[config.mk]
export PLATFORM = sky130hd
export DESIGN_NAME = mem_arbiter_flat
export DESIGN_NICKNAME = d
export VERILOG_FILES = /design/src/rtl/mem_arbiter_if.sv /design/src/rtl/mem_arbiter.sv /design/src/flat_wrapper.sv
export SDC_FILE = /design/constraint.sdc
export NUM_CORES = 1
export LEC_CHECK = 0
export ABC_CLOCK_PERIOD_IN_PS = 2700
export CAP_MARGIN = 15
export CELL_PAD_IN_SITES_DETAIL_PLACEMENT = 0
export CELL_PAD_IN_SITES_GLOBAL_PLACEMENT = 1
export CORE_MARGIN = 2
export CORE_UTILIZATION = 31
export DETAILED_ROUTE_END_ITERATION = 8
export PLACE_DENSITY_LB_ADDON = 0.1
export SETUP_SLACK_MARGIN = 0.5
export SLEW_MARGIN = 10
export SYNTH_ARGS = -nofsm -noshare
export SYNTH_HDL_FRONTEND = slang
export SYNTH_SLANG_ARGS = --single-unit
[constraint.sdc]
create_clock -name clk -period 2.7 [get_ports clk]
set_clock_uncertainty 0.2 [all_clocks]
set_input_delay 0.405 -clock clk [delete_from_list [all_inputs] [get_ports clk]]
set_output_delay 0.405 -clock clk [all_outputs]
set_load 0.01 [all_outputs]
[src/rtl/mem_arbiter_if.sv]
// mem_arbiter_if: bundle of every handshake and bus signal around mem_arbiter.
//   ifu_*  : instruction fetch request/response (read-only requester)
//   lsu_*  : load/store request/response (read/write requester)
//   mem_*  : single shared memory port
//   busy   : arbiter has a transaction in flight
// Modports:
//   slave  : the arbiter's view (consumes requests, drives memory port)
//   master : the environment's view (requesters plus memory)
interface mem_arbiter_if #(
  parameter int ADDR_W = 32,
  parameter int DATA_W = 32
);
  logic                  ifu_req_valid;
  logic                  ifu_req_ready;
  logic [ADDR_W-1:0]     ifu_addr;
  logic                  ifu_resp_valid;
  logic [DATA_W-1:0]     ifu_rdata;
  logic                  ifu_resp_err;

  logic                  lsu_req_valid;
  logic                  lsu_req_ready;
  logic [ADDR_W-1:0]     lsu_addr;
  logic                  lsu_wen;
  logic [DATA_W-1:0]     lsu_wdata;
  logic [DATA_W/8-1:0]   lsu_wmask;
  logic                  lsu_resp_valid;
  logic [DATA_W-1:0]     lsu_rdata;
  logic                  lsu_resp_err;

  logic                  mem_req_valid;
  logic                  mem_req_ready;
  logic [ADDR_W-1:0]     mem_addr;
  logic                  mem_wen;
  logic [DATA_W-1:0]     mem_wdata;
  logic [DATA_W/8-1:0]   mem_wmask;
  logic                  mem_resp_valid;
  logic [DATA_W-1:0]     mem_rdata;

  logic                  busy;

  modport slave (
    input  ifu_req_valid, ifu_addr,
    output ifu_req_ready, ifu_resp_valid, ifu_rdata, ifu_resp_err,
    input  lsu_req_valid, lsu_addr, lsu_wen, lsu_wdata, lsu_wmask,
    output lsu_req_ready, lsu_resp_valid, lsu_rdata, lsu_resp_err,
    output mem_req_valid, mem_addr, mem_wen, mem_wdata, mem_wmask,
    input  mem_req_ready, mem_resp_valid, mem_rdata,
    output busy
  );

  modport master (
    output ifu_req_valid, ifu_addr,
    input  ifu_req_ready, ifu_resp_valid, ifu_rdata, ifu_resp_err,
    output lsu_req_valid, lsu_addr, lsu_wen, lsu_wdata, lsu_wmask,
    input  lsu_req_ready, lsu_resp_valid, lsu_rdata, lsu_resp_err,
    input  mem_req_valid, mem_addr, mem_wen, mem_wdata, mem_wmask,
    output mem_req_ready, mem_resp_valid, mem_rdata,
    input  busy
  );
endinterface

[src/rtl/mem_arbiter.sv]
// mem_arbiter: shares one memory port between the fetch unit (IFU, read-only)
// and the load/store unit (LSU). One transaction at a time:
//   IDLE -> REQ (drive memory request) -> WAIT (await response / timeout)
//        -> RESP (one-cycle response pulse to the granted requester) -> IDLE
// Ties in IDLE are broken round-robin using the last granted requester.
// Ports:
//   clk  : clock
//   rst  : synchronous active-high reset
//   bus  : mem_arbiter_if.slave carrying all requester and memory signals
module mem_arbiter #(
  parameter int ADDR_W  = 32,
  parameter int DATA_W  = 32,
  parameter int TIMEOUT = 255
) (
  input  logic         clk,
  input  logic         rst,
  mem_arbiter_if.slave bus
);
  localparam int          MASK_W    = DATA_W / 8;
  localparam logic [15:0] TIMEOUT_C = 16'(TIMEOUT);
  localparam logic        GRANT_IFU = 1'b0;
  localparam logic        GRANT_LSU = 1'b1;

  typedef enum logic [1:0] {
    IDLE = 2'd0,
    REQ  = 2'd1,
    WAIT = 2'd2,
    RESP = 2'd3
  } state_t;

  state_t              state_r;
  logic                last_grant_r;
  logic                grant_id_r;
  logic [ADDR_W-1:0]   addr_r;
  logic                wen_r;
  logic [DATA_W-1:0]   wdata_r;
  logic [MASK_W-1:0]   wmask_r;
  logic                mem_req_valid_r;
  logic [15:0]         cnt_r;
  logic                ifu_resp_valid_r;
  logic [DATA_W-1:0]   ifu_rdata_r;
  logic                ifu_resp_err_r;
  logic                lsu_resp_valid_r;
  logic [DATA_W-1:0]   lsu_rdata_r;
  logic                lsu_resp_err_r;

  logic                ifu_ready_s;
  logic                lsu_ready_s;
  logic                resp_fire_s;
  logic [DATA_W-1:0]   resp_data_s;
  logic                resp_err_s;

  // Grant selection: exactly one ready in IDLE, round-robin on a tie.
  always_comb begin
    ifu_ready_s = 1'b0;
    lsu_ready_s = 1'b0;
    if (state_r == IDLE) begin
      if (bus.ifu_req_valid && bus.lsu_req_valid) begin
        if (last_grant_r == GRANT_LSU) begin
          ifu_ready_s = 1'b1;
        end else begin
          lsu_ready_s = 1'b1;
        end
      end else if (bus.ifu_req_valid) begin
        ifu_ready_s = 1'b1;
      end else if (bus.lsu_req_valid) begin
        lsu_ready_s = 1'b1;
      end else begin
        ifu_ready_s = 1'b0;
      end
    end else begin
      ifu_ready_s = 1'b0;
    end
  end

  // WAIT exit decision. WAIT lasts at most TIMEOUT+1 cycles (counter values
  // 0..TIMEOUT); a memory response in the final cycle still beats the timeout.
  always_comb begin
    resp_fire_s = 1'b0;
    resp_data_s = {DATA_W{1'b0}};
    resp_err_s  = 1'b0;
    if (state_r == WAIT) begin
      if (bus.mem_resp_valid) begin
        resp_fire_s = 1'b1;
        resp_data_s = wen_r ? {DATA_W{1'b0}} : bus.mem_rdata;
      end else if (cnt_r == TIMEOUT_C) begin
        resp_fire_s = 1'b1;
        resp_err_s  = 1'b1;
      end else begin
        resp_fire_s = 1'b0;
      end
    end else begin
      resp_fire_s = 1'b0;
    end
  end

  // Transaction FSM with registered memory request and response outputs.
  always_ff @(posedge clk) begin
    if (rst) begin
      state_r          <= IDLE;
      last_grant_r     <= GRANT_LSU;
      grant_id_r       <= GRANT_IFU;
      addr_r           <= {ADDR_W{1'b0}};
      wen_r            <= 1'b0;
      wdata_r          <= {DATA_W{1'b0}};
      wmask_r          <= {MASK_W{1'b0}};
      mem_req_valid_r  <= 1'b0;
      cnt_r            <= 16'd0;
      ifu_resp_valid_r <= 1'b0;
      ifu_rdata_r      <= {DATA_W{1'b0}};
      ifu_resp_err_r   <= 1'b0;
      lsu_resp_valid_r <= 1'b0;
      lsu_rdata_r      <= {DATA_W{1'b0}};
      lsu_resp_err_r   <= 1'b0;
    end else begin
      case (state_r)
        IDLE: begin
          if (ifu_ready_s && bus.ifu_req_valid) begin
            addr_r          <= bus.ifu_addr;
            wen_r           <= 1'b0;
            wdata_r         <= {DATA_W{1'b0}};
            wmask_r         <= {MASK_W{1'b0}};
            last_grant_r    <= GRANT_IFU;
            grant_id_r      <= GRANT_IFU;
            mem_req_valid_r <= 1'b1;
            state_r         <= REQ;
          end else if (lsu_ready_s && bus.lsu_req_valid) begin
            addr_r          <= bus.lsu_addr;
            wen_r           <= bus.lsu_wen;
            wdata_r         <= bus.lsu_wdata;
            wmask_r         <= bus.lsu_wmask;
            last_grant_r    <= GRANT_LSU;
            grant_id_r      <= GRANT_LSU;
            mem_req_valid_r <= 1'b1;
            state_r         <= REQ;
          end
        end
        REQ: begin
          if (bus.mem_req_ready) begin
            mem_req_valid_r <= 1'b0;
            cnt_r           <= 16'd0;
            state_r         <= WAIT;
          end
        end
        WAIT: begin
          if (resp_fire_s) begin
            if (grant_id_r == GRANT_LSU) begin
              lsu_resp_valid_r <= 1'b1;
              lsu_rdata_r      <= resp_data_s;
              lsu_resp_err_r   <= resp_err_s;
            end else begin
              ifu_resp_valid_r <= 1'b1;
              ifu_rdata_r      <= resp_data_s;
              ifu_resp_err_r   <= resp_err_s;
            end
            state_r <= RESP;
          end else begin
            cnt_r <= cnt_r + 16'd1;
          end
        end
        RESP: begin
          ifu_resp_valid_r <= 1'b0;
          ifu_rdata_r      <= {DATA_W{1'b0}};
          ifu_resp_err_r   <= 1'b0;
          lsu_resp_valid_r <= 1'b0;
          lsu_rdata_r      <= {DATA_W{1'b0}};
          lsu_resp_err_r   <= 1'b0;
          state_r          <= IDLE;
        end
        default: begin
          state_r <= IDLE;
        end
      endcase
    end
  end

  assign bus.ifu_req_ready  = ifu_ready_s;
  assign bus.ifu_resp_valid = ifu_resp_valid_r;
  assign bus.ifu_rdata      = ifu_rdata_r;
  assign bus.ifu_resp_err   = ifu_resp_err_r;
  assign bus.lsu_req_ready  = lsu_ready_s;
  assign bus.lsu_resp_valid = lsu_resp_valid_r;
  assign bus.lsu_rdata      = lsu_rdata_r;
  assign bus.lsu_resp_err   = lsu_resp_err_r;
  assign bus.mem_req_valid  = mem_req_valid_r;
  assign bus.mem_addr       = addr_r;
  assign bus.mem_wen        = wen_r;
  assign bus.mem_wdata      = wdata_r;
  assign bus.mem_wmask      = wmask_r;
  assign bus.busy           = (state_r != IDLE);
endmodule
[src/flat_wrapper.sv]
// flat-port wrapper written by rule: the top's interface ports become plain ports
module mem_arbiter_flat 
#(
  parameter int ADDR_W  = 32,
  parameter int DATA_W  = 32,
  parameter int TIMEOUT = 255
)
  (clk, rst, bus_ifu_req_valid, bus_ifu_addr, bus_ifu_req_ready, bus_ifu_resp_valid, bus_ifu_rdata, bus_ifu_resp_err, bus_lsu_req_valid, bus_lsu_addr, bus_lsu_wen, bus_lsu_wdata, bus_lsu_wmask, bus_lsu_req_ready, bus_lsu_resp_valid, bus_lsu_rdata, bus_lsu_resp_err, bus_mem_req_valid, bus_mem_addr, bus_mem_wen, bus_mem_wdata, bus_mem_wmask, bus_mem_req_ready, bus_mem_resp_valid, bus_mem_rdata, bus_busy);
  mem_arbiter_if #(.ADDR_W(ADDR_W), .DATA_W(DATA_W)) bus_i ();
  input  logic clk;
  input  logic rst;
  input wire logic [$bits(bus_i.ifu_req_valid)-1:0] bus_ifu_req_valid;
  input wire logic [$bits(bus_i.ifu_addr)-1:0] bus_ifu_addr;
  output wire logic [$bits(bus_i.ifu_req_ready)-1:0] bus_ifu_req_ready;
  output wire logic [$bits(bus_i.ifu_resp_valid)-1:0] bus_ifu_resp_valid;
  output wire logic [$bits(bus_i.ifu_rdata)-1:0] bus_ifu_rdata;
  output wire logic [$bits(bus_i.ifu_resp_err)-1:0] bus_ifu_resp_err;
  input wire logic [$bits(bus_i.lsu_req_valid)-1:0] bus_lsu_req_valid;
  input wire logic [$bits(bus_i.lsu_addr)-1:0] bus_lsu_addr;
  input wire logic [$bits(bus_i.lsu_wen)-1:0] bus_lsu_wen;
  input wire logic [$bits(bus_i.lsu_wdata)-1:0] bus_lsu_wdata;
  input wire logic [$bits(bus_i.lsu_wmask)-1:0] bus_lsu_wmask;
  output wire logic [$bits(bus_i.lsu_req_ready)-1:0] bus_lsu_req_ready;
  output wire logic [$bits(bus_i.lsu_resp_valid)-1:0] bus_lsu_resp_valid;
  output wire logic [$bits(bus_i.lsu_rdata)-1:0] bus_lsu_rdata;
  output wire logic [$bits(bus_i.lsu_resp_err)-1:0] bus_lsu_resp_err;
  output wire logic [$bits(bus_i.mem_req_valid)-1:0] bus_mem_req_valid;
  output wire logic [$bits(bus_i.mem_addr)-1:0] bus_mem_addr;
  output wire logic [$bits(bus_i.mem_wen)-1:0] bus_mem_wen;
  output wire logic [$bits(bus_i.mem_wdata)-1:0] bus_mem_wdata;
  output wire logic [$bits(bus_i.mem_wmask)-1:0] bus_mem_wmask;
  input wire logic [$bits(bus_i.mem_req_ready)-1:0] bus_mem_req_ready;
  input wire logic [$bits(bus_i.mem_resp_valid)-1:0] bus_mem_resp_valid;
  input wire logic [$bits(bus_i.mem_rdata)-1:0] bus_mem_rdata;
  output wire logic [$bits(bus_i.busy)-1:0] bus_busy;
  assign bus_i.ifu_req_valid = bus_ifu_req_valid;
  assign bus_i.ifu_addr = bus_ifu_addr;
  assign bus_ifu_req_ready = bus_i.ifu_req_ready;
  assign bus_ifu_resp_valid = bus_i.ifu_resp_valid;
  assign bus_ifu_rdata = bus_i.ifu_rdata;
  assign bus_ifu_resp_err = bus_i.ifu_resp_err;
  assign bus_i.lsu_req_valid = bus_lsu_req_valid;
  assign bus_i.lsu_addr = bus_lsu_addr;
  assign bus_i.lsu_wen = bus_lsu_wen;
  assign bus_i.lsu_wdata = bus_lsu_wdata;
  assign bus_i.lsu_wmask = bus_lsu_wmask;
  assign bus_lsu_req_ready = bus_i.lsu_req_ready;
  assign bus_lsu_resp_valid = bus_i.lsu_resp_valid;
  assign bus_lsu_rdata = bus_i.lsu_rdata;
  assign bus_lsu_resp_err = bus_i.lsu_resp_err;
  assign bus_mem_req_valid = bus_i.mem_req_valid;
  assign bus_mem_addr = bus_i.mem_addr;
  assign bus_mem_wen = bus_i.mem_wen;
  assign bus_mem_wdata = bus_i.mem_wdata;
  assign bus_mem_wmask = bus_i.mem_wmask;
  assign bus_i.mem_req_ready = bus_mem_req_ready;
  assign bus_i.mem_resp_valid = bus_mem_resp_valid;
  assign bus_i.mem_rdata = bus_mem_rdata;
  assign bus_busy = bus_i.busy;
  mem_arbiter #(.ADDR_W(ADDR_W), .DATA_W(DATA_W), .TIMEOUT(TIMEOUT)) u_core (.clk(clk), .rst(rst), .bus(bus_i));
endmodule
==> flow_metrics.env, run 1 <==
export IMPL_max_freq_mhz=473
export IMPL_p_switching_uw=2490
export IMPL_power_frac_clock_pct=31.4
export IMPL_rr_startpoint="u_core.cnt_r[1]$_SDFFE_PP0P_"
export IMPL_report_final_slew_viol_count=0
export IMPL_final_antenna_net_count=0
export IMPL_dp_cells=1214
export IMPL_rows=53
export IMPL_synth_edf_count=0
export IMPL_synth_area_leaders="dfxtp_1 48%, mux2i_1 15%, nand2_1 6.1%, nor2_1 4.7%, a22oi_1 4.2%"
export IMPL_min_delay_path_class="reg -> reg"
export IMPL_max_slew_worst_pin_slew_ns=0.720
export IMPL_clock_sinks=158
export IMPL_area_growth_pct=56.2
export IMPL_die_h_um=150
export IMPL_register_area_um2=3160
export IMPL_internal_power_uw=5380
export IMPL_viasPerCell=4.91
export IMPL_grt_setup_unrepaired="true"
export IMPL_wl_per_cell_um=16.8
export IMPL_finalHoldWorstSlack_ns=0.258
export IMPL_postSynth_asyncResetShare_pct=0
export IMPL_pwr_density_cell_nw_per_um2=765
export IMPL_cts_made_buffers=17
export IMPL_start_util_pct=31.4
export IMPL_critical_path_endpoint_type="output pin"
export IMPL_drc_errors=0
export IMPL_final_setup_tns_ns=0
export IMPL_postSynthNetCount=836
export IMPL_grt_total_usage_pct=18.5
export IMPL_critical_path_startpoint="u_core.state_r[1]$_SDFFE_PP0P_"
export IMPL_setup_worst_path_start_class="flop"
export IMPL_synth_top_cell_by_area="dfxtp_1"
export IMPL_cts_max_path_buffers=2
export IMPL_route_final_wire_length_um=20900
export IMPL_filler_cell_count=1971
export IMPL_static_leakage_power_uw=0.00425
export IMPL_worst_r2r_cell_count=6
export IMPL_status="complete, no violations"
export IMPL_antenna_cells=0
export IMPL_ys_top_cells_by_count="158 x dfxtp_1, 107 x nand2_1, 99 x mux2i_1, 83 x nor2_1, 37 x a22oi_1"
export IMPL_first_global_vias=6285
export IMPL_drive_gt1_share_pct=8.03
export IMPL_syn_area_per_cell_um2=9.54
export IMPL_grt_pass1_wl_um=32700
export IMPL_cts_setup_buffers=0
export IMPL_portBuffers=279
export IMPL_synth_cell_types=51
export IMPL_multiInputGateArea_um2=3160
export IMPL_clock_insertion_delay_at_the_later_pin_of_the_skew_report_ns=0.42
export IMPL_netlist_area_leader_share_pct=48.0
export IMPL_crit_required_ns=2.10
export IMPL_path_max_fanout=5
export IMPL_timing_max_slew_rel_slack_pct=52.0
export IMPL_grt_start_max_net_pins=65
export IMPL_power_sequential_fraction_pct=36.7
export IMPL_first_pass_iteration_count_of_the_detailed_router=7
export IMPL_hold_viol_final=0
export IMPL_combinationalPowerShare_pct=31.9
export IMPL_synthesized_instance_count=691
export IMPL_worstHoldStart="u_core.bus.lsu_rdata[20]$_SDFFE_PP0P_"
export IMPL_overflow=0
export IMPL_ir_worst_vdd_mv=0.423
export IMPL_drt_first_iter_violations=204
export IMPL_finalCritPeriodShare_pct=78.3
export IMPL_clk_pin_slew_ns=0.07
export IMPL_postSynthRegisterBits=158
export IMPL_fin_cells=1246
export IMPL_finalWorstSetupSlack_ns=0.586
export IMPL_yosys_warnings=0
export IMPL_clock_tree_htree_level_count=4
export IMPL_max_cap_violations=0
export IMPL_cp_data_arrival_time_ns=1.51
export IMPL_power_share_switching_pct=31.6
export IMPL_global_placer_s_final_weighted_congestion=0.784
export IMPL_die_w_um=150
export IMPL_die_area_um2=22400
export IMPL_synth_most_common_cell="dfxtp_1"
export IMPL_initial_antenna_violation_count=0
export IMPL_holdPathStages=2
export IMPL_ys_flop_type="dfxtp_1"
export IMPL_finalCriticalPeriod_ns=2.11
export IMPL_nNetsFinal=1103
export IMPL_criticalPathCategory="reg -> out"
export IMPL_setup_violations=0
export IMPL_cts_tree="yes"
export IMPL_dp_final_hpwl_um=15200
export IMPL_cts_resized=15
export IMPL_yosysSeqAreaShare_pct=48.0
export IMPL_cts_hold_buffers=0
export IMPL_fp_coreArea_um2=21000
export IMPL_ioPinCount=280
export IMPL_cts_root_buffer_cell="clkbuf_16"
export IMPL_route_vias_total=6119
export IMPL_post_place_ws_ns=0.186
export IMPL_syn_area_um2=6590
[cells by family after synthesis]
kind of cell	Yosys count	synth area share, %
AND/OR/NAND/NOR	244	16.7
flip-flops	158	48.0
buffers and inverters	61	5.39
adder cells (fa/ha/maj)	6	1.14
multiplexers	99	15.0
AO/OA/AOI/OAI	123	13.8
[layout by cell type (no fill, tap or decap), drive strengths merged, types with 2 or more instances in the layout]
cell	synthesis	layout
a2111oi	3	3
a211oi	34	34
a21o	2	2
a21oi	8	8
a22oi	37	37
a31oi	12	12
a41oi	3	3
and2	2	2
and3	3	3
and4	2	2
buf	14	20
bufinv	0	2
clkbuf	35	20
clkdlybuf4s50	0	274
clkinv	0	4
dfxtp	158	158
dlygate4sd2	0	2
ha	6	6
inv	12	18
mux2i	99	99
nand2	107	107
nand2b	9	9
nand3	6	6
nand3b	2	2
nand4	9	9
nor2	83	83
nor2b	4	4
nor3	6	6
nor4	5	5
o211ai	3	3
o21a	2	2
o21ai	7	7
o221ai	3	3
o31ai	2	2
or2	3	3
[per-layer routing]
| layer | global-route usage [%] | routed length [um] |
|---|---|---|
| met4 | 8.35 | 684 |
| met3 | 6.46 | 1790 |
| met1 | 20.9 | 8390 |
| met2 | 31.3 | 10100 |
| met5 | 0 | 0 |
[worst max-delay path, cell delays in order, from the launching register on]
cell      delay [ns]
dfxtp_2         0.34
inv_1           0.13
ha_4            0.21
inv_2           0.08
a211oi_4        0.17
buf_4           0.17
[sequential cells by signal (all words and copies together), names as in the netlist]
register,count
u_core.bus.ifu_rdata,32
u_core.bus.ifu_resp_err,1
u_core.bus.ifu_resp_valid,1
u_core.bus.lsu_rdata,32
u_core.bus.lsu_resp_err,1
u_core.bus.lsu_resp_valid,1
u_core.bus.mem_addr,32
u_core.bus.mem_req_valid,1
u_core.bus.mem_wdata,32
u_core.bus.mem_wen,1
u_core.bus.mem_wmask,4
u_core.cnt_r,16
u_core.grant_id_r,1
u_core.last_grant_r,1
u_core.state_r,2
[layout make-up]
| type | instances | share of cell area (%) |
|---|---|---|
| multi-input cells | 472 | 30.7 |
| inverters | 12 | 0.438 |
| clock buffers | 19 | 4.40 |
| well taps | 275 | 3.34 |
| repair buffers | 297 | 28.9 |
| flip-flops and latches | 158 | 30.7 |
| clock inverters | 13 | 1.48 |
[final timing paths]
path / endpoint / slack (ns)
max: bus_lsu_req_ready / 0.59
min: u_core.bus.lsu_rdata[20]$_SDFFE_PP0P_ / 0.26
max reg2reg: u_core.bus.ifu_rdata[5]$_SDFFE_PP0P_ / 0.61
min reg2reg: u_core.bus.lsu_rdata[20]$_SDFFE_PP0P_ / 0.26
[through the flow]
stage | total power [uW] | instance area [um2] | util, %
global route | 8310 | 10300 | 49.1
finish | 7870 | 10300 | 49.1
global placement | 5380 | 9660 | 46.1
detailed placement | 5440 | 9660 | 46.1
CTS | 7980 | 10300 | 49.0
floorplan | 4140 | 6590 | -
[power by group through the flow]
stage	Combinational, uW	Clock, uW	Sequential [uW]
after CTS	2540	2550	2890
after floorplan	1090	0	3060
after global routing	2740	2650	2930
final	2510	2470	2890
after global placement	2470	0	2910
after detailed placement	2520	0	2930
Note: power is estimated with default switching activity, not from simulation.
==> run 2: changes to the inputs <==
--- a/config.mk
+++ b/config.mk
@@ -5,7 +5,7 @@
 export SDC_FILE = /design/constraint.sdc
 export NUM_CORES = 1
 export LEC_CHECK = 0
-export ABC_CLOCK_PERIOD_IN_PS = 2700
+export ABC_CLOCK_PERIOD_IN_PS = 2100
 export CAP_MARGIN = 15
 export CELL_PAD_IN_SITES_DETAIL_PLACEMENT = 0
 export CELL_PAD_IN_SITES_GLOBAL_PLACEMENT = 1
==> constraint.sdc (replaced) <==
create_clock -name clk -period 2.1 [get_ports clk]
set_clock_uncertainty 0.2 [all_clocks]
set_input_delay 0.315 -clock clk [delete_from_list [all_inputs] [get_ports clk]]
set_output_delay 0.315 -clock clk [all_outputs]
set_load 0.01 [all_outputs]
==> run 2 against run 1 <==
  * Worst hold slack got worse by 0.078 ns
  * Die area unchanged
  * Sequential power increased by 29%
  * Clock-buffer cell count increased by 2
==> flow_metrics.env, run 2 (synthesis results as in run 1) <==
export IMPL_setup_worst_path_start_class="flop"
export IMPL_final_cell_mix="145 x dfxtp_1, 136 x clkdlybuf4s50_1, 100 x nand2_1, 89 x mux2i_1, 77 x nor2_1"
export IMPL_setup_violations=0
export IMPL_timing_max_slew_rel_slack_pct=62.0
export IMPL_first_global_vias=6614
export IMPL_critPathSlowestCell="nor4_4"
export IMPL_cts_tree="yes"
export IMPL_route_final_wire_length_um=25700
export IMPL_max_slew_worst_pin_slew_ns=0.570
export IMPL_finalCriticalPeriod_ns=2.04
export IMPL_drc_errors=0
export IMPL_clock_sinks=158
export IMPL_portBuffers=279
export IMPL_grt_pass1_wl_um=35300
export IMPL_min_delay_path_class="in -> reg"
export IMPL_area_growth_pct=88.7
export IMPL_fp_coreArea_um2=21000
export IMPL_regToRegSetupSlack_ns=0.06
export IMPL_grt_setup_unrepaired="true"
export IMPL_layout_commonest_cell="dfxtp_1"
export IMPL_final_setup_tns_ns=0
export IMPL_drive_gt1_share_pct=29.8
export IMPL_crit_chain="nor4_4 > a41oi_4 > or2_4 > buf_12 > clkbuf_16 > mux2i_1"
export IMPL_rr_startpoint="u_core.cnt_r[15]$_SDFFE_PP0P_"
export IMPL_pwr_density_cell_nw_per_um2=945
export IMPL_clk_pin_slew_ns=0.07
export IMPL_critical_path_endpoint_type="flop"
export IMPL_route_vias_total=6736
export IMPL_crit_cells=6
export IMPL_register_area_um2=3200
export IMPL_post_place_ws_ns=-0.170
export IMPL_critical_path_max_stage_delay_ns=0.42
export IMPL_antenna_cells=0
export IMPL_multiInputGateArea_um2=3830
export IMPL_dp_final_hpwl_um=15400
export IMPL_global_placer_s_final_weighted_congestion=0.810
export IMPL_clock_tree_htree_level_count=4
export IMPL_endpoint_of_the_worst_slack_reg_to_reg_timing_path="u_core.bus.ifu_rdata[22]$_SDFFE_PP0P_"
export IMPL_grt_start_max_net_pins=47
export IMPL_clock_insertion_delay_at_the_later_pin_of_the_skew_report_ns=0.42
export IMPL_overflow=0
export IMPL_worstSetupEndpoint="u_core.bus.ifu_rdata[22]$_SDFFE_PP0P_"
export IMPL_status="complete, no violations"
export IMPL_wl_per_cell_um=19.0
export IMPL_max_freq_mhz=490
export IMPL_cts_root_buffer_cell="clkbuf_16"
export IMPL_die_w_um=150
export IMPL_critical_path_startpoint="u_core.cnt_r[15]$_SDFFE_PP0P_"
export IMPL_postLayoutCoreUtil_pct=59.3
export IMPL_finalWorstSetupSlack_ns=0.0612
export IMPL_drt_first_iter_violations=161
export IMPL_filler_cell_count=1796
export IMPL_static_leakage_power_uw=0.00561
export IMPL_cts_made_buffers=17
export IMPL_critical_path_top_delay_family="simple AND/OR/NAND/NOR gates"
export IMPL_grt_total_usage_pct=20.0
export IMPL_finalCritPeriodShare_pct=97.1
export IMPL_worst_r2r_cell_count=6
export IMPL_ir_worst_vdd_mv=0.612
export IMPL_rows=53
export IMPL_die_h_um=150
export IMPL_ioPinCount=280
export IMPL_final_antenna_net_count=0
export IMPL_cp_buf_inv_count=2
export IMPL_max_cap_violations=0
export IMPL_start_util_pct=31.4
export IMPL_path_max_fanout=5
export IMPL_cts_max_path_buffers=2
export IMPL_initial_antenna_violation_count=0
export IMPL_viasPerCell=4.97
export IMPL_criticalPathCategory="reg -> reg"
export IMPL_report_final_slew_viol_count=0
export IMPL_die_area_um2=22400
export IMPL_cp_data_arrival_time_ns=2.14
export IMPL_first_pass_iteration_count_of_the_detailed_router=4
export IMPL_hold_viol_final=0
export IMPL_crit_required_ns=2.20
export IMPL_nNetsFinal=1213
run 2: cell count changes in the layout (fill, tap and decap cells not counted), moves of 17 or more:
cell | before | now
clkdlybuf4s50_1 | 274 | 136
dlygate4sd2_1 | 2 | 75
clkdlybuf4s15_1 | 0 | 38
buf_4 | 14 | 46
buf_6 | 0 | 32
a22oi_1 | 37 | 9
a22oi_2 | 0 | 28
clkbuf_2 | 1 | 24
clkbuf_16 | 17 | 35
buf_12 | 5 | 22
run 2: through the flow:
| stage | cells | instance area [um2] | power (uW) | hold WS [ns] |
|---|---|---|---|---|
| 4_1_cts | 1316 | 11300 | 10900 | 0.164 |
| 3_5_place_dp | 1232 | 9980 | 7280 | 0.251 |
| 6_report | 1356 | 12400 | 11800 | 0.180 |
| 3_3_place_gp | 1232 | 9980 | 7200 | 0.244 |
| 5_1_grt | 1356 | 12400 | 12300 | 0.206 |
| 2_1_floorplan | 691 | 6850 | 5570 | 0.219 |
run 2: where the power goes:
part | total (uW) | switching [uW] | internal (uW)
Sequential | 3740 | 295 | 3450
Combinational | 4950 | 2270 | 2680
Clock | 3060 | 1320 | 1740
Total | 11800 | 3880 | 7870
run 2: repair_timing:
action,CTS,global route
hold buffers,0,0
pin swaps,45,67
gates cloned,10,21
setup endpoints to repair,298,223
setup buffers,42,19
resized for setup,247,195
run 2: worst register-to-register path, delay by kind of cell (launching register included):
family | cells | cell delay, ns
simple gates | 2 | 0.73
flops | 1 | 0.36
buf+inv | 2 | 0.31
compound gates | 1 | 0.21
mux | 1 | 0.12
run 2: how the worst min path moves through the flow:
stage | slack [ns] | startpoint | depth (start not counted) | to
after floorplan | 0.22 | bus_mem_resp_valid | 1 | u_core.bus.ifu_resp_err$_SDFFE_PP0P_
after global placement | 0.24 | u_core.bus.ifu_rdata[18]$_SDFFE_PP0P_ | 2 | u_core.bus.ifu_rdata[18]$_SDFFE_PP0P_
after detailed placement | 0.25 | u_core.bus.lsu_rdata[4]$_SDFFE_PP0P_ | 2 | u_core.bus.lsu_rdata[4]$_SDFFE_PP0P_
after CTS | 0.16 | rst | 2 | u_core.bus.mem_wmask[3]$_SDFFE_PP0P_
after global routing | 0.21 | rst | 2 | u_core.bus.mem_wdata[5]$_SDFFE_PP0P_
final | 0.18 | rst | 2 | u_core.bus.mem_wmask[3]$_SDFFE_PP0P_
run 2: layer usage:
metal | vias to the layer above | GRT usage [%] | part of all wire (%) | wire, um
met5 | - | 0 | 0 | 0
met4 | 0 | 7.22 | 2.0 | 512
met3 | 39 | 6.80 | 7.5 | 1920
met2 | 261 | 34.0 | 51 | 13100
met1 | 3214 | 23.5 | 40 | 10200
li1 | 3222 | - | - | -
run 2: layout make-up:
class	instances	area share [%]
clock buffers	21	3.78
flip-flops and latches	158	25.7
repair buffers	407	35.5
inverters	12	0.463
multi-input cells	472	30.8
well taps	275	2.77
clock inverters	11	0.876
==> run 3: changes to the inputs <==
--- a/config.mk
+++ b/config.mk
@@ -12,6 +12,7 @@
 export CORE_MARGIN = 2
 export CORE_UTILIZATION = 31
 export DETAILED_ROUTE_END_ITERATION = 8
+export MAX_ROUTING_LAYER = met4
 export PLACE_DENSITY_LB_ADDON = 0.1
 export SETUP_SLACK_MARGIN = 0.5
 export SLEW_MARGIN = 10
==> run 3 against run 2 <==
  * Cell count shrank 0.59%
  * Sequential power is essentially flat
  * Utilization shrank 0.43 points
  * Highest routed layer unchanged
  * Power is essentially flat
  * Via count shrank 0.34%
  * Cell area shrank 0.72%
==> flow_metrics.env, run 3 (synthesis results as in run 1) <==
export IMPL_status="complete, no violations"
export IMPL_layout_commonest_cell="dfxtp_1"
export IMPL_grt_total_usage_pct=20.6
export IMPL_cts_max_path_buffers=2
export IMPL_drive_gt1_share_pct=30.8
export IMPL_global_placer_s_final_weighted_congestion=0.823
export IMPL_grt_start_max_net_pins=47
export IMPL_initial_antenna_violation_count=0
export IMPL_setup_worst_path_start_class="flop"
export IMPL_finalHoldWorstSlack_ns=0.174
export IMPL_p_switching_uw=3880
export IMPL_cts_root_buffer_cell="clkbuf_16"
export IMPL_power_share_switching_pct=33.0
export IMPL_area_growth_pct=87.3
export IMPL_finalWorstSetupSlack_ns=0.104
export IMPL_finalCritPeriodShare_pct=95.0
export IMPL_fin_area_um2=12300
export IMPL_drt_first_iter_violations=184
export IMPL_clock_insertion_delay_at_the_later_pin_of_the_skew_report_ns=0.42
export IMPL_route_vias_total=6713
export IMPL_dp_final_hpwl_um=15400
export IMPL_setup_violations=0
export IMPL_path_max_fanout=4
export IMPL_fp_coreArea_um2=21000
export IMPL_clock_sinks=158
export IMPL_crit_required_ns=2.19
export IMPL_antenna_cells=0
export IMPL_first_pass_iteration_count_of_the_detailed_router=4
export IMPL_criticalPathCategory="reg -> reg"
export IMPL_ioPinCount=280
export IMPL_static_leakage_power_uw=0.00562
export IMPL_rows=53
export IMPL_route_final_wire_length_um=25500
export IMPL_timing_max_slew_rel_slack_pct=63.3
export IMPL_postLayoutCoreUtil_pct=58.9
export IMPL_nNetsFinal=1205
export IMPL_viasPerCell=4.98
export IMPL_post_place_ws_ns=-0.170
export IMPL_combinationalPowerShare_pct=42.1
export IMPL_clk_pin_slew_ns=0.07
export IMPL_internal_power_uw=7860
export IMPL_power_sequential_fraction_pct=31.9
export IMPL_max_cap_violations=0
export IMPL_start_util_pct=31.4
export IMPL_wl_per_cell_um=18.9
export IMPL_grt_pass1_wl_um=35300
export IMPL_clock_tree_htree_level_count=4
export IMPL_final_setup_tns_ns=0
export IMPL_die_h_um=150
export IMPL_ir_worst_vdd_mv=0.607
export IMPL_power_frac_clock_pct=26.0
export IMPL_min_delay_path_class="in -> reg"
export IMPL_final_antenna_net_count=0
export IMPL_grt_setup_unrepaired="true"
export IMPL_max_freq_mhz=501
export IMPL_finalCriticalPeriod_ns=2.00
export IMPL_hold_viol_final=0
export IMPL_cts_made_buffers=17
export IMPL_report_final_slew_viol_count=0
export IMPL_first_global_vias=6616
export IMPL_cts_tree="yes"
export IMPL_final_cell_mix="145 x dfxtp_1, 136 x clkdlybuf4s50_1, 89 x mux2i_1, 81 x nand2_1, 78 x nor2_1"
export IMPL_critical_path_endpoint_type="flop"
export IMPL_max_slew_worst_pin_slew_ns=0.551
export IMPL_total_placed_instance_area_um2=9980
export IMPL_cts_hold_buffers=0
export IMPL_overflow=0
export IMPL_cp_data_arrival_time_ns=2.09
export IMPL_portBuffers=279
export IMPL_die_area_um2=22400
export IMPL_pwr_density_cell_nw_per_um2=951
export IMPL_die_w_um=150
export IMPL_drc_errors=0
-- run 3: cell count changes in the layout (fill, tap and decap cells not counted), sizes merged --
cell and delta:
clkdlybuf4s15 -3, clkbuf -1, dlygate4sd2 +1, buf -6, bufbuf +1
-- run 3: routing by layer --
metal | global-route usage [%] | part of all wire, %
met2 | 34.0 | 51
met4 | 7.22 | 1.7
met3 | 6.07 | 6.8
met5 | - | 0
met1 | 23.9 | 40
-- run 3: metrics by stage --
stage / std cells / total power (uW)
2_1_floorplan: 691 / 5570
3_3_place_gp: 1232 / 7200
3_5_place_dp: 1232 / 7280
4_1_cts: 1316 / 10900
5_1_grt: 1348 / 12300
6_report: 1348 / 11700
-- run 3: area by class of cell --
cell class,instances,area (um2)
timing repair buffer,399,4280
clock buffer,21,470
sequential,158,3200
fill,1811,8610
clock inverter,11,109
inverter,12,57.6
tap,275,344
multi-input combinational,472,3880
-- run 3: path summary, 6_finish.rpt --
| kind | startpoint | end | slack [ns] | cells past startpoint |
|---|---|---|---|---|
| setup reg to reg | u_core.state_r[0]$_SDFFE_PP0P_ | u_core.cnt_r[13]$_SDFFE_PP0P_ | 0.10 | 8 |
| hold reg to reg | u_core.bus.lsu_rdata[19]$_SDFFE_PP0P_ | u_core.bus.lsu_rdata[19]$_SDFFE_PP0P_ | 0.25 | 2 |
| setup / recovery | u_core.state_r[0]$_SDFFE_PP0P_ | u_core.cnt_r[13]$_SDFFE_PP0P_ | 0.10 | 8 |
| hold / removal | rst | u_core.bus.mem_wmask[3]$_SDFFE_PP0P_ | 0.17 | 2 |
-- run 3: power groups by stage --
stage / registers (uW) / logic (uW) / clock network (uW)
after floorplan: 3960 / 1610 / 0
after CTS: 3710 / 4090 / 3120
after global routing: 3800 / 5230 / 3250
after detailed placement: 3790 / 3480 / 0
final: 3750 / 4940 / 3050
after global placement: 3770 / 3430 / 0
-- run 3: repair_timing --
| item | in CTS | in global routing |
|---|---|---|
| pin swaps | 45 | 76 |
| buffers inserted | 42 | 13 |
| endpoints found under the setup margin | 298 | 222 |
| resized for setup | 247 | 212 |
| cloned | 10 | 19 |
-- run 3: worst max-delay path, cell delays in order, from the launching register on --
cell and delay, ns:
dfxtp_4 0.37, inv_6 0.04, buf_6 0.11, ha_4 0.17, buf_12 0.13, and3b_2 0.29, or2_4 0.17, a211oi_2 0.04
or3b_1 0.36
